**src/rtl/seq_tx_if.sv**
```systemverilog
// seq_tx_if: parallel load side and serial output side of the bit-serial transmitter
interface seq_tx_if #(parameter int WIDTH = 8);
    logic             load;
    logic [WIDTH-1:0] data;
    logic             ready;
    logic             a;
    logic             valid;
    logic             last;
    modport master (output load, data, input ready, a, valid, last);
    modport slave  (input load, data, output ready, a, valid, last);
endinterface

```
**src/rtl/seq_tx.sv**
```systemverilog
// seq_tx: Moore FSM that shifts a captured word out on a, one bit per clock, then idles GAP cycles
module seq_tx #(
    parameter int WIDTH     = 8,
    parameter int GAP       = 1,
    parameter bit MSB_FIRST = 1'b1
) (
    input logic   clk,
    input logic   reset,
    seq_tx_if.slave bus
);
    localparam int CW = $clog2(WIDTH + 1);
    localparam int GW = (GAP > 0) ? $clog2(GAP + 1) : 1;
    typedef enum logic [1:0] {IDLE = 2'd0, SHIFT = 2'd1, S_GAP = 2'd2} state_t;
    state_t           r_state, w_state;
    logic [WIDTH-1:0] r_sr, w_sr;
    logic [CW-1:0]    r_cnt, w_cnt;
    logic [GW-1:0]    r_gcnt, w_gcnt;
    logic             r_a, r_valid, r_last, r_ready;
    logic             w_head;
    always_ff @(posedge clk or posedge reset) begin
        if (reset) begin
            r_state <= IDLE;
            r_sr    <= '0;
            r_cnt   <= '0;
            r_gcnt  <= '0;
            r_a     <= 1'b0;
            r_valid <= 1'b0;
            r_last  <= 1'b0;
            r_ready <= 1'b1;
        end else begin
            r_state <= w_state;
            r_sr    <= w_sr;
            r_cnt   <= w_cnt;
            r_gcnt  <= w_gcnt;
            // outputs are registered from the next state so they change only on the edge
            r_ready <= w_state == IDLE;
            r_valid <= w_state == SHIFT;
            r_a     <= (w_state == SHIFT) && w_head;
            r_last  <= (w_state == SHIFT) && (w_cnt == '0);
        end
    end
    always_comb begin
        w_state = r_state;
        w_sr    = r_sr;
        w_cnt   = r_cnt;
        w_gcnt  = r_gcnt;
        case (r_state)
            IDLE: if (bus.load) begin
                w_sr    = bus.data;
                w_cnt   = CW'(WIDTH - 1);
                w_state = SHIFT;
            end
            SHIFT: if (r_cnt != '0) begin
                w_sr  = MSB_FIRST ? (r_sr << 1) : (r_sr >> 1);
                w_cnt = r_cnt - 1'b1;
            end else if (GAP > 0) begin
                w_state = S_GAP;
                w_gcnt  = GW'(GAP - 1);
            end else begin
                w_state = IDLE;
            end
            S_GAP: if (r_gcnt == '0) w_state = IDLE;
                   else w_gcnt = r_gcnt - 1'b1;
            default: w_state = IDLE;
        endcase
        w_head = MSB_FIRST ? w_sr[WIDTH-1] : w_sr[0];
    end
    assign bus.ready = r_ready;
    assign bus.a     = r_a;
    assign bus.valid = r_valid;
    assign bus.last  = r_last;
endmodule
```
**src/flat_wrapper.sv**
```systemverilog
// flat-port wrapper written by rule: the top's interface ports become plain ports
module seq_tx_flat 
#(
    parameter int WIDTH     = 8,
    parameter int GAP       = 1,
    parameter bit MSB_FIRST = 1'b1
)
  (clk, reset, bus_load, bus_data, bus_ready, bus_a, bus_valid, bus_last);
  seq_tx_if #(.WIDTH(WIDTH)) bus_i ();
  input logic clk;
  input logic reset;
  input wire logic [$bits(bus_i.load)-1:0] bus_load;
  input wire logic [$bits(bus_i.data)-1:0] bus_data;
  output wire logic [$bits(bus_i.ready)-1:0] bus_ready;
  output wire logic [$bits(bus_i.a)-1:0] bus_a;
  output wire logic [$bits(bus_i.valid)-1:0] bus_valid;
  output wire logic [$bits(bus_i.last)-1:0] bus_last;
  assign bus_i.load = bus_load;
  assign bus_i.data = bus_data;
  assign bus_ready = bus_i.ready;
  assign bus_a = bus_i.a;
  assign bus_valid = bus_i.valid;
  assign bus_last = bus_i.last;
  seq_tx #(.WIDTH(WIDTH), .GAP(GAP), .MSB_FIRST(MSB_FIRST)) u_core (.clk(clk), .reset(reset), .bus(bus_i));
endmodule
```
**config.mk**
```make
export PLATFORM = sky130hd
export DESIGN_NAME = seq_tx_flat
export DESIGN_NICKNAME = d
export VERILOG_FILES = /design/src/rtl/seq_tx_if.sv /design/src/rtl/seq_tx.sv /design/src/flat_wrapper.sv
export SDC_FILE = /design/constraint.sdc
export NUM_CORES = 1
export LEC_CHECK = 0
export ABC_CLOCK_PERIOD_IN_PS = 1550
export BUFFER_PORTS_ARGS = -buffer_cell sky130_fd_sc_hd__clkbuf_2
export CAP_MARGIN = 20
export CORE_AREA = 2 2 42 59
export CTS_CLUSTER_DIAMETER = 100
export DETAILED_ROUTE_END_ITERATION = 8
export DIE_AREA = 0 0 44 61
export GPL_TIMING_DRIVEN = 0
export SKIP_LAST_GASP = 1
export SYNTH_ARGS = -nofsm -noshare
export SYNTH_HDL_FRONTEND = slang
export SYNTH_SLANG_ARGS = --single-unit
```
**constraint.sdc**
```tcl
create_clock -name clk -period 1.55 [get_ports clk]
set_input_delay 0.155 -clock clk [delete_from_list [all_inputs] [get_ports clk]]
set_output_delay 0.155 -clock clk [all_outputs]
set_load 0.1 [all_outputs]
```
Word-level counts from Yosys, hierarchy flattened
Index checks and enable logic that the tools add are counted.

Add/sub/neg operators: 2. Eq/ne operators: 6. Multiplexer cells: 13. Reductions and logical operators: 10.

Operator list (number): $mux W8 (2); $pmux W8 S2 (1); $mux W4 (2); $pmux W4 S2 (1); $mux W2 (3); $pmux W2 S3 (1); $eq A2 B1 Y1 const B (2); $logic_not A2 Y1 (2); $logic_not A4 Y1 (1); $ne A2 B2 Y1 const B (2); $reduce_bool A2 Y1 (2); $reduce_bool A4 Y1 (1); $sub A4 B1 Y4 const B (1); $reduce_and A3 Y1 (1); $eq A2 B2 Y1 const B (1); $logic_and A1 B1 Y1 (2); $mux W1 (2); $ne A2 B1 Y1 const B (1); $pmux W1 S2 (1); $reduce_and A2 Y1 (1); $sub A1 B1 Y1 const B (1).

Flip-flop bits (word level): 19. Input port bits: 11. Output and inout port bits: 4. Logic and storage cells: 40.

Logic depth before layout (Yosys ltp)
Depth after elaboration: 5. Gate-level depth with buffers: 6. Depth with buffers taken out: 5.

Worst setup path after synthesis
Ideal clock, no wire load.

Path kind: register to register. Start: register u_core.r_cnt[0]. End: register u_core.r_sr[2]. Library setup time: 0.126 ns. Arrival: 1.473 ns. Required time: 1.424 ns. Setup slack: -0.049 ns. Stages on the path, launching flop included: 7. Buffers on the path: 1. Period minus slack after synthesis: 1.599 ns. Path through: dfrtp_1 > inv_1 > ha_1 > nor3b_1 > a21o_1 > buf_2 > a221o_1.

Longest elaborated chain between the ends: 3.

RTL lines: start: declaration (RTL line seq_tx.sv:16) `logic [CW-1:0] r_cnt, w_cnt;`; start signal: assignment (RTL line seq_tx.sv:33) `r_cnt <= w_cnt;`; $reduce_bool A4 Y1 (RTL line seq_tx.sv:53) `SHIFT: if (r_cnt != '0) begin`; $ne A2 B1 Y1 (no line); $reduce_and A3 Y1 (no line); end signal: assignment (RTL line seq_tx.sv:32) `r_sr <= w_sr;`; end: declaration (RTL line seq_tx.sv:15) `logic [WIDTH-1:0] r_sr, w_sr;`.

No other way between the ends. A chain may end at the register's enable or synchronous reset.

Worst setup path after layout
Start: register u_core.r_cnt[1]. End: register u_core.r_sr[5].

The elaborated chain is that of the path after synthesis.

==> summary.txt <==
Yosys
  – Synthesis-stage register bit count: 17
  – Asr flop ratio synth: 100%
  – Sequential-to-total area share from yosys stat: 55.4%
  – Cell variety after synth: 28
  – Synth warn: 0
  – Number of enable flip-flop cells after synthesis: 0
  – Synth Instances: 68
  – Mapped Avg Cell Area: 11.3 um^2
  – Syn nets: 80
  – Mapped cell area: 769 um^2
  – Primary FF master, synth: dfrtp_1

GRT
  – Global router's overall resource usage: 13.1%
  – Vias in the first global route: 549
  – Largest net degree at the start of global routing: 18
  – Grt total ovfl: 0
  – Global-route wire length before repair: 2420 um
  – Initial antenna violation count: 0

Final layout
  – Area growth from synthesis to layout: 24.1%
  – Filler cells: 210
  – Share of layout cells above drive strength 1: 33.0%
  – Register area: 427 um^2
  – # nets final: 101
  – Multi-input gate area: 335 um^2
  – Fin cells: 110
  – Final Cell Area: 955 um^2
  – # diodes: 0

Power and ir drop
  – Leak: 0.449 nW
  – Power Density: 2150 nW/um^2
  – Worst VDD drop: 0.750 mV

Place
  – Placed Area: 870 um^2
  – Placed insts: 104
  – Routability Congestion: 0.683
  – Final HPWL DP: 1020 um
  – Setup slack after placement: -178 ps
  – Port Buf Inserts: 14

Routing
  – Total routed wirelength: 1450 um
  – DRC errors left: 0
  – First drt pass iteration count: 4
  – Vias: 597
  – Via/cell ratio: 5.43
  – Wire per inst: 13.2 um
  – Detailed Route Iter0 Violations: 14
  – Routed Antenna Nets: 0

Floorplanning
  – Die X: 44 um
  – Die footprint: 2680 um^2
  – Io pins: 15
  – Initial Util: 35.8%
  – Core area: 2150 um^2
  – Die height: 61 um
  – Site Rows: 20

Clock tree
  – CTS Buffer Depth: 2
  – CTS Root Buffer Type: clkbuf_4
  – Clock-pin transition on the worst setup and hold timing paths: 100 ps
  – CTS sink count: 17
  – CTS tree: built
  – Clock latency on the worst-skew pair: 300 ps
  – CTS H-tree lvls: 1
  – CTS Buf Count: 3

STA
  – Final Hold Viols: 0
  – Clk_skew: 6.69 ps
  – Slew Viols, Final: 0
  – Final setup fails: 0
  – Final worst slack: 71.7 ps
  – WHS: 56.7 ps
  – Minimum clock period: 1480 ps
  – Setup tns final: 0 ps
  – Period Utilization, post-route: 95.4%
  – Worst slew pin tran: 617 ps
  – FMAX: 676 MHz
  – Unrepaired setup endpoints after global routing: no
  – Slew headroom: 58.8%

Critical path
  – Worst Setup End Kind: flop
  – CP max stage delay: 380 ps
  – Slowest-stage cell, CP: dfrtp_1
  – Critical path class: reg -> reg
  – Cells along the critical path: inv_2 -> ha_4 -> nor3b_4 -> a21o_4 -> a221o_1
  – Critical Path AT: 1670 ps
  – WP data required: 1740 ps
  – Crit-path max FO: 8
  – R2R Setup Slk: 70 ps
  – CP Launch Type: flop

Outcome
  – Status: finished, final reports clean

Hold path
  – Hold crit path type: in -> reg

Run
  – Max-cap violations: 0
==> where the power goes <==
| group | total [mW] | switching (mW) | leakage (nW) | internal, mW |
|---|---|---|---|---|
| Sequential | 0.718 | 0.102 | 0.211 | 0.616 |
| Combinational | 1.09 | 0.669 | 0.220 | 0.422 |
| Clock | 0.241 | 0.145 | 0.0177 | 0.0962 |
| Total | 2.05 | 0.915 | 0.449 | 1.13 |
==> synth_stat cells, drive strengths merged (2+ instances only) <==
cell / number / area share (%)
and3: 2 / 1.6
a211oi: 2 / 2.0
a221o: 6 / 7.8
dfrtp: 16 / 52
o21ai: 4 / 2.6
a21oi: 3 / 2.0
and2: 6 / 4.9
buf: 2 / 2.1
nor2: 2 / 0.98
nor3b: 2 / 2.0
inv: 7 / 3.4
==> layout make-up <==
type                            instances  share of cell area (%)
Clock buffer                            3                    2.36
Tap cell                               22                    2.88
Timing Repair Buffer                   17                    9.96
Sequential cell                        17                    44.7
Multi-Input combinational cell         41                    35.1
Buffer                                  2                    1.70
Inverter                                7                    2.75
Clock inverter                          1                   0.524
==> worst max-delay path: cells and delay by family (launching register included) <==
family	cells	cell delay, ps
AO/OA/AOI/OAI	2	590
flip-flops	1	380
adder cells (fa/ha/maj)	1	170
AND/OR/NAND/NOR	1	170
buffers and inverters	1	50
==> placed cells by master (no fill, tap or decap), types with 2 or more instances in the layout <==
| cell type | instances |
|---|---|
| clkbuf_2 | 15 |
| a221o_1 | 6 |
| and3_1 | 2 |
| clkbuf_4 | 3 |
| a211oi_1 | 2 |
| and2_1 | 6 |
| dfrtp_1 | 16 |
| buf_4 | 2 |
| inv_1 | 6 |
| a21oi_1 | 3 |
| o21ai_0 | 4 |
==> metrics by stage <==
stage | total power, mW | util, %
2_1_floorplan | 1.51 | -
3_3_place_gp | 1.67 | 40.4
3_5_place_dp | 1.69 | 40.4
4_1_cts | 1.97 | 42.8
5_1_grt | 2.19 | 44.4
6_report | 2.05 | 44.4
==> sequential cells by signal, indices dropped and copies added (netlist names) <==
register,cells
u_core.bus.a,1
u_core.bus.valid,1
u_core.bus.ready,1
u_core.bus.last,1
u_core.r_cnt,4
u_core.r_state,2
u_core.r_sr,7
==> repair_timing <==
item | 4_1_cts | 5_1_grt
resized for setup | 1 | 9
hold endpoints to repair | 16 | 0
setup endpoints to repair | 10 | 10
hold buffers | 1 | 0
cloned | 0 | 0
setup buffers | 2 | 0
pin swaps | 1 | 1
==> routing by layer <==
| layer | GRT usage (%) | part of all wire (%) |
|---|---|---|
| met1 | 15.2 | 42 |
| met2 | 19.7 | 49 |
| met3 | 2.98 | 4.4 |
| met4 | 12.1 | 4.2 |
| met5 | 0 | 0 |
==> kinds of logic after synthesis <==
kind of cell / share of synthesized area, %
compound gates: 20.8
simple gates: 15.0
flops: 55.4
buf+inv: 6.02
xor+xnor: 1.14
fa+ha+maj: 1.63
==> final timing paths <==
path	start	endpoint	cells past startpoint
setup reg to reg	u_core.r_cnt[1]$_DFF_PP0_	u_core.r_sr[5]$_DFFE_PP0P_	5
hold reg to reg	u_core.r_sr[0]$_DFFE_PP0P_	u_core.r_sr[1]$_DFFE_PP0P_	1
setup / recovery	u_core.r_cnt[1]$_DFF_PP0_	u_core.r_sr[5]$_DFFE_PP0P_	5
min in group asynchronous	reset	u_core.bus.a$_DFF_PP0_	3
max in group asynchronous	reset	u_core.r_state[0]$_DFF_PP0_	3
hold / removal	bus_data[0]	u_core.r_sr[0]$_DFFE_PP0P_	3
No activity file was read; power rests on OpenSTA's default activity.
